## config.mk

```make
export PLATFORM = sky130hd
export DESIGN_NAME = regfile_mp
export DESIGN_NICKNAME = d
export VERILOG_FILES = /design/src/rtl/regfile_pkg.sv /design/src/rtl/regfile_wsel.sv /design/src/rtl/regfile_mp.sv
export SDC_FILE = /design/constraint.sdc
export NUM_CORES = 1
export LEC_CHECK = 0
export CORE_MARGIN = 1
export CORE_UTILIZATION = 50
export DETAILED_ROUTE_END_ITERATION = 10
export PLACE_DENSITY = 0.73
export SLEW_MARGIN = 20
export SYNTH_ARGS = -nofsm -noshare
export SYNTH_HDL_FRONTEND = slang
export SYNTH_HIERARCHICAL = 1
export SYNTH_SLANG_ARGS = --single-unit
```

## constraint.sdc

```tcl
create_clock -name clk -period 2.5 [get_ports clk]
set_input_delay 0.5 -clock clk [delete_from_list [all_inputs] [get_ports clk]]
set_output_delay 0.5 -clock clk [all_outputs]
set_load 0.005 [all_outputs]
```

## src/rtl/regfile_pkg.sv

```systemverilog
// ============================================================================
// Module      : regfile_pkg
// Description : Shared defaults and write-port priority helper for regfile_mp.
// Revision    : 1.0  initial release
// ============================================================================
`default_nettype none

package regfile_pkg;

   localparam int DW_DEF    = 8;
   localparam int DEPTH_DEF = 8;
   localparam int NR_DEF    = 6;
   localparam int NW_DEF    = 4;

   // Priority search is sized for up to 32 write ports.
   localparam int c_nw_max  = 32;
   localparam int c_pw      = 5;

   typedef struct packed {
      logic              hit;
      logic [c_pw-1:0]   idx;
   } wsel_t;

   // Highest-index asserted match wins.
   function automatic wsel_t wsel_win(input logic [c_nw_max-1:0] match);
      wsel_t r;
      r.hit = 1'b0;
      r.idx = '0;
      for (int j = 0; j < c_nw_max; j++) begin
         if (match[j]) begin
            r.hit = 1'b1;
            r.idx = c_pw'(j);
         end
      end
      return r;
   endfunction

endpackage

`default_nettype wire

```

## src/rtl/regfile_wsel.sv

```systemverilog
// ============================================================================
// Module      : regfile_wsel
// Description : Priority selector over NW write ports for one address.
// Revision    : 1.0  initial release
// ============================================================================
`default_nettype none

module regfile_wsel
   import regfile_pkg::*;
#(
   parameter int DW = DW_DEF,
   parameter int AW = 3,
   parameter int NW = NW_DEF
) (
   input  logic [AW-1:0]    i_addr,
   input  logic [NW-1:0]    i_wen,
   input  logic [NW*AW-1:0] i_waddr,
   input  logic [NW*DW-1:0] i_wdata,
   output logic             o_hit,
   output logic [DW-1:0]    o_data
);

   logic [c_nw_max-1:0] w_match;
   wsel_t               w_win;

   always_comb begin
      w_match = '0;
      for (int j = 0; j < NW; j++) begin
         w_match[j] = i_wen[j] && (i_waddr[j*AW +: AW] == i_addr);
      end
      w_win  = wsel_win(w_match);
      o_data = '0;
      for (int j = 0; j < NW; j++) begin
         if (w_win.hit && (w_win.idx == c_pw'(j))) begin
            o_data = i_wdata[j*DW +: DW];
         end
      end
   end

   assign o_hit = w_win.hit;

endmodule

`default_nettype wire

```

## src/rtl/regfile_mp.sv

```systemverilog
// ============================================================================
// Module      : regfile_mp
// Description : Multi-port register file with registered reads and busy
//               scoreboard. Define REGFILE_BYPASS_EN for write-to-read bypass.
// Revision    : 1.0  initial release
// ============================================================================
`default_nettype none

module regfile_mp
   import regfile_pkg::*;
#(
   parameter int DW    = DW_DEF,
   parameter int DEPTH = DEPTH_DEF,
   parameter int AW    = $clog2(DEPTH),
   parameter int NR    = NR_DEF,
   parameter int NW    = NW_DEF
) (
   input  logic              clk,
   input  logic              reset,
   input  logic [NR*AW-1:0]  raddr,
   output logic [NR*DW-1:0]  rdata,
   output logic [NR-1:0]     rbusy,
   input  logic [NW-1:0]     wen,
   input  logic [NW*AW-1:0]  waddr,
   input  logic [NW*DW-1:0]  wdata,
   input  logic              rsv_en,
   input  logic [AW-1:0]     rsv_addr,
   output logic [DEPTH-1:0]  busy
);

   logic [DW-1:0]    r_mem [DEPTH];
   logic [DEPTH-1:0] r_busy;
   logic [NR*DW-1:0] r_rdata;
   logic [NR-1:0]    r_rbusy;

   logic [DEPTH-1:0] w_ent_hit;
   logic [DW-1:0]    w_ent_data [DEPTH];
   logic [DEPTH-1:0] w_busy_nxt;
   logic [NR*DW-1:0] w_rdata_nxt;
   logic [NR-1:0]    w_rbusy_nxt;
   logic             w_rsv_ok;

   assign w_rsv_ok = ({1'b0, rsv_addr} < (AW+1)'(DEPTH));

   // Out-of-range write addresses match no entry and are dropped here.
   generate
      for (genvar e = 0; e < DEPTH; e++) begin : g_ent
         regfile_wsel #(
            .DW (DW),
            .AW (AW),
            .NW (NW)
         ) u_wsel (
            .i_addr  (AW'(e)),
            .i_wen   (wen),
            .i_waddr (waddr),
            .i_wdata (wdata),
            .o_hit   (w_ent_hit[e]),
            .o_data  (w_ent_data[e])
         );
      end
   endgenerate

   // Reserve beats a same-edge write clear.
   always_comb begin
      for (int e = 0; e < DEPTH; e++) begin
         w_busy_nxt[e] = r_busy[e];
         if (w_ent_hit[e]) begin
            w_busy_nxt[e] = 1'b0;
         end
         if (rsv_en && w_rsv_ok && (rsv_addr == AW'(e))) begin
            w_busy_nxt[e] = 1'b1;
         end
      end
   end

   generate
      for (genvar i = 0; i < NR; i++) begin : g_rd
         logic [AW-1:0] w_ra;
         logic          w_ok;

         assign w_ra = raddr[i*AW +: AW];
         assign w_ok = ({1'b0, w_ra} < (AW+1)'(DEPTH));

`ifdef REGFILE_BYPASS_EN
         logic          w_fwd_hit;
         logic [DW-1:0] w_fwd_data;

         regfile_wsel #(
            .DW (DW),
            .AW (AW),
            .NW (NW)
         ) u_byp (
            .i_addr  (w_ra),
            .i_wen   (wen),
            .i_waddr (waddr),
            .i_wdata (wdata),
            .o_hit   (w_fwd_hit),
            .o_data  (w_fwd_data)
         );

         assign w_rdata_nxt[i*DW +: DW] = !w_ok     ? '0 :
                                          w_fwd_hit ? w_fwd_data : r_mem[w_ra];
         assign w_rbusy_nxt[i]          = w_ok && w_busy_nxt[w_ra];
`else
         assign w_rdata_nxt[i*DW +: DW] = w_ok ? r_mem[w_ra] : '0;
         assign w_rbusy_nxt[i]          = w_ok && r_busy[w_ra];
`endif
      end
   endgenerate

   always_ff @(posedge clk) begin
      if (reset) begin
         for (int e = 0; e < DEPTH; e++) begin
            r_mem[e] <= '0;
         end
         r_busy  <= '0;
         r_rdata <= '0;
         r_rbusy <= '0;
      end else begin
         for (int e = 0; e < DEPTH; e++) begin
            if (w_ent_hit[e]) begin
               r_mem[e] <= w_ent_data[e];
            end
         end
         r_busy  <= w_busy_nxt;
         r_rdata <= w_rdata_nxt;
         r_rbusy <= w_rbusy_nxt;
      end
   end

   assign rdata = r_rdata;
   assign rbusy = r_rbusy;
   assign busy  = r_busy;

endmodule

`default_nettype wire

```

==> results by stage, run 1 <==
Setup path:
- The start-to-end type of the worst setup path is input pin to register.
- The required time reported for the critical path endpoint is around 2.6 ns.
- The critical path arrival is about 2.5 ns.
- STA classifies the critical path startpoint as an input pin.
- The sort of element at the end of the critical path is a register.
- Of all nets on the critical path, the largest fanout is 8.

Timing:
- Based on the critical path, the design can be clocked at up to about 420 MHz.
- The setup clock skew after layout is 0.0111 ns.
- The max-slew violation count is 0.
- After layout, the worst path uses between 90% and 100% of the clock period.
- The number of setup violations in the final report is 0.
- The post-route worst hold slack is approximately 0.57 ns.
- Setup repair after global routing left no endpoint under its margin.
- The routed design could run at a clock period as short as roughly 2.4 ns.
- The final number of hold-violating endpoints came to 0.
- The worst pin sits at a relative slew slack of between 50% and 60%.
- For the pin with the worst max-slew slack, the measured transition is between 0.6 and 0.7 ns.

Yosys:
- The synthesized design contains 126 register bits.
- The number of standard cells after synthesis is 1,060.
- The synthesized cell area is about 11,000 sq um.
- The number of warnings reported in the yosys synthesis log is 6.
- Synthesis instantiated 32 different standard cells from the library.
- Dividing the synthesized area by the synthesized cell count gives 10.8 sq um.
- Summing the sequential cell areas from Yosys gives between 20% and 30% of the chip area.

Drt:
- The number of vias in the routed layout is a little over 10,000.
- After detailed routing, the number of remaining DRC violations is 0.
- The routed length per placed instance is between 20 and 25 um.
- After the first detailed-routing iteration, the DRC count stood at between 800 and 900.
- The final layout contains routed wiring with a total length of approximately 36 mm.
- The detailed-routing iteration count for the pre-antenna-repair pass is 5.
- Using the TritonRoute via totals, the vias-per-cell ratio works out to 6.14.
- The count of nets left with antenna violations after detail routing is 0.

Hold path:
- The worst hold path class is register to register.

Clock network:
- The clock latency of the later-clocked register in the worst-skew pair is about 0.43 ns.
- TritonCTS created 17 clock buffers.
- The clock tree from TritonCTS is yes.
- The clock-pin slew reported for the worst setup and hold paths after clock tree synthesis is roughly 0.060 ns.
- The maximum clock insertion buffer count is 2.
- CTS saw between 100 and 150 sinks.
- The cell sitting at the root of the clock tree is a sky130_fd_sc_hd__clkbuf_16.
- In this run the number of H-tree levels came out at 4.
- The number of hold buffers added after CTS was 0.

Placed design:
- Detailed placement ended at an HPWL of 28.0 mm.
- Port buffering added about 130 buffers.
- Routability-driven placement finished with a final weighted congestion of 0.966.

Global routing:
- Global routing used between 30% and 40% of the available tracks across all layers.
- The total overflow reported by the global router is 0.
- The number of antenna violations at the first check in global routing was 0.
- The number of global-route vias before repair is just under 10,000.
- Entering global routing, the biggest net connects 50 pins.
- The first global-routing pass estimated between 50 and 60 mm of wire.

Die:
- The die boundary height is roughly 150 um.
- The initial utilization of the core area, before any placement, comes to 51.7%.
- The die covers ~23,000 sq um.
- The total core area is roughly 22,000 sq um.
- For this design the top-level I/O count stands at roughly 130.
- In this run the horizontal extent of the chip is roughly 150 um.
- The floorplan has 54 rows.

Finish:
- The area added between synthesis and finish is 28.8%.
- The final net count is between 1,000 and 1,500.
- The number of fill cells is between 1,500 and 2,000.
- Summing all multi-input logic gate instances after layout gives between 7000 and 8000 sq um.
- The fraction of layout instances using a drive strength above 1 is about 18%.
- Registers take approximately 3200 sq um.

Power and ir drop:
- The peak ir drop on the vdd network is approximately 530 uV.
- Dividing total power by cell area gives a power density of roughly 520 nW/um^2.
- The post-route total power is 7.63 mW.
- The leakage dissipation is 6.42 nW.

Flow run:
- The max capacitance violation total is 0.

Run status:
- The run finished with clean final reports.
flip-flops by register name, indices dropped and copies added, names as in the netlist:
name and flops:
busy 8, rbusy 6, r_mem 64, rdata 48
kinds of logic (layout without fill, tap and decap cells):
| kind of cell | after synthesis | in the layout | share of synthesized area, % |
|---|---|---|---|
| compound gates | 72 | 72 | 5.94 |
| xor+xnor | 96 | 96 | 7.35 |
| simple gates | 384 | 384 | 17.6 |
| flops | 126 | 126 | 27.7 |
| buf+inv | 154 | 382 | 7.77 |
| other cells | 2 | 97 | 0.0657 |
| mux | 226 | 226 | 33.6 |
path summary, 6_finish.rpt:
check	start	end	slack (ns)	depth (start not counted)
worst min register to register	busy[4]	busy[4]	0.57	2
worst min-delay path	busy[4]	busy[4]	0.57	2
worst max-delay path	waddr[2]	r_mem[0][1]	0.15	7
worst max register to register	r_mem[4][3]	rdata[19]	0.94	3
synth_stat cells:
master | number | share of area [%]
sky130_fd_sc_hd__a32o_1 | 3 | 0.26
sky130_fd_sc_hd__and2_1 | 49 | 2.7
sky130_fd_sc_hd__and4_1 | 16 | 1.2
sky130_fd_sc_hd__buf_1 | 9 | 0.30
sky130_fd_sc_hd__buf_12 | 6 | 1.1
sky130_fd_sc_hd__buf_2 | 20 | 0.88
sky130_fd_sc_hd__buf_4 | 6 | 0.39
sky130_fd_sc_hd__buf_6 | 22 | 2.2
sky130_fd_sc_hd__clkbuf_1 | 16 | 0.53
sky130_fd_sc_hd__conb_1 | 2 | 0.066
sky130_fd_sc_hd__dfxtp_1 | 62 | 11
sky130_fd_sc_hd__edfxtp_1 | 64 | 17
sky130_fd_sc_hd__inv_1 | 75 | 2.5
sky130_fd_sc_hd__mux2i_1 | 118 | 10
sky130_fd_sc_hd__mux4_1 | 60 | 14
sky130_fd_sc_hd__mux4_2 | 48 | 9.5
sky130_fd_sc_hd__nand2_1 | 129 | 4.2
sky130_fd_sc_hd__nand2b_1 | 8 | 0.44
sky130_fd_sc_hd__nand3_1 | 1 | 0.044
sky130_fd_sc_hd__nand3b_1 | 8 | 0.53
sky130_fd_sc_hd__nand4_1 | 8 | 0.44
sky130_fd_sc_hd__nor2_1 | 57 | 1.9
sky130_fd_sc_hd__nor2b_1 | 23 | 1.3
sky130_fd_sc_hd__nor4_1 | 64 | 3.5
sky130_fd_sc_hd__o221ai_1 | 56 | 4.3
sky130_fd_sc_hd__o221ai_2 | 8 | 1.1
sky130_fd_sc_hd__o22ai_1 | 2 | 0.11
sky130_fd_sc_hd__o32ai_1 | 3 | 0.23
sky130_fd_sc_hd__or2_1 | 13 | 0.71
sky130_fd_sc_hd__or4b_2 | 8 | 0.70
sky130_fd_sc_hd__xnor2_1 | 72 | 5.5
sky130_fd_sc_hd__xor2_1 | 24 | 1.8
final cells by class:
cell class                      count  area share (%)
Timing Repair Buffer              275            17.6
Clock buffer                       17            2.89
Clock inverter                     15            1.20
Multi-Input combinational cell    874            52.5
Inverter                           75            1.91
Antenna cell                        1          0.0170
Sequential cell                   126            21.5
Tap cell                          280            2.38
per-layer routing:
layer | track usage (%) | up-vias | wire length (um)
li1 | - | 4573 | -
met1 | 38.7 | 4717 | 13600
met2 | 50.7 | 750 | 16900
met3 | 5.67 | 169 | 3650
met4 | 20.6 | 0 | 2260
met5 | 0 | - | 0
timing repair:
item | CTS | global route
endpoints found under the setup margin | 0 | 16
resized for setup | 0 | 2
buffers inserted | 0 | 0
power by group:
group          internal, mW  switching [mW]
clock                  1.50            1.02
combinational          1.28            1.05
sequential             2.45           0.321
critical path, stage by stage:
cell	delay, ns
sky130_fd_sc_hd__clkdlybuf4s50_1	0.44
sky130_fd_sc_hd__buf_12	0.16
sky130_fd_sc_hd__xor2_1	0.15
sky130_fd_sc_hd__or4b_2	0.69
sky130_fd_sc_hd__nand3b_1	0.17
sky130_fd_sc_hd__nor2_1	0.08
sky130_fd_sc_hd__inv_1	0.25
cell usage in the layout (no fill, tap or decap), types with 13 or more instances in the layout:
cell type and count:
sky130_fd_sc_hd__nand2_1 129, sky130_fd_sc_hd__conb_1 96, sky130_fd_sc_hd__and4_1 16, sky130_fd_sc_hd__buf_12 16
sky130_fd_sc_hd__o221ai_1 56, sky130_fd_sc_hd__dfxtp_1 62, sky130_fd_sc_hd__clkbuf_16 17, sky130_fd_sc_hd__and2_1 49
sky130_fd_sc_hd__nor4_1 64, sky130_fd_sc_hd__inv_1 73, sky130_fd_sc_hd__mux4_1 60, sky130_fd_sc_hd__xor2_1 24
sky130_fd_sc_hd__clkdlybuf4s50_1 131, sky130_fd_sc_hd__or2_1 13, sky130_fd_sc_hd__nor2b_1 23, sky130_fd_sc_hd__xnor2_1 72
sky130_fd_sc_hd__nor2_1 57, sky130_fd_sc_hd__mux4_2 48, sky130_fd_sc_hd__buf_4 126, sky130_fd_sc_hd__mux2i_1 118
sky130_fd_sc_hd__edfxtp_1 64
through the flow:
step | std cells | instance area (sq um) | setup TNS, ns | worst slack [ns] | util (%)
after floorplan | 1154 | 11800 | 0 | 0.427 | -
after global placement | 1630 | 14100 | -23.31 | -0.307 | 63.9
after detailed placement | 1630 | 14100 | -26.73 | -0.330 | 63.9
after CTS | 1662 | 14700 | 0 | 0.112 | 66.6
after global routing | 1662 | 14700 | 0 | 0.0563 | 66.6
final | 1663 | 14700 | 0 | 0.146 | 66.6
Note: power is estimated with default switching activity, not from simulation.
==> run 2, diff against run 1 <==
--- a/config.mk
+++ b/config.mk
@@ -9,7 +9,7 @@
 export CORE_UTILIZATION = 50
 export DETAILED_ROUTE_END_ITERATION = 10
 export PLACE_DENSITY = 0.73
-export SLEW_MARGIN = 20
+export SLEW_MARGIN = 15
 export SYNTH_ARGS = -nofsm -noshare
 export SYNTH_HDL_FRONTEND = slang
 export SYNTH_HIERARCHICAL = 1
==> results of run 2 <==
The final DEF is identical to that of run 1; final timing and power are the same.
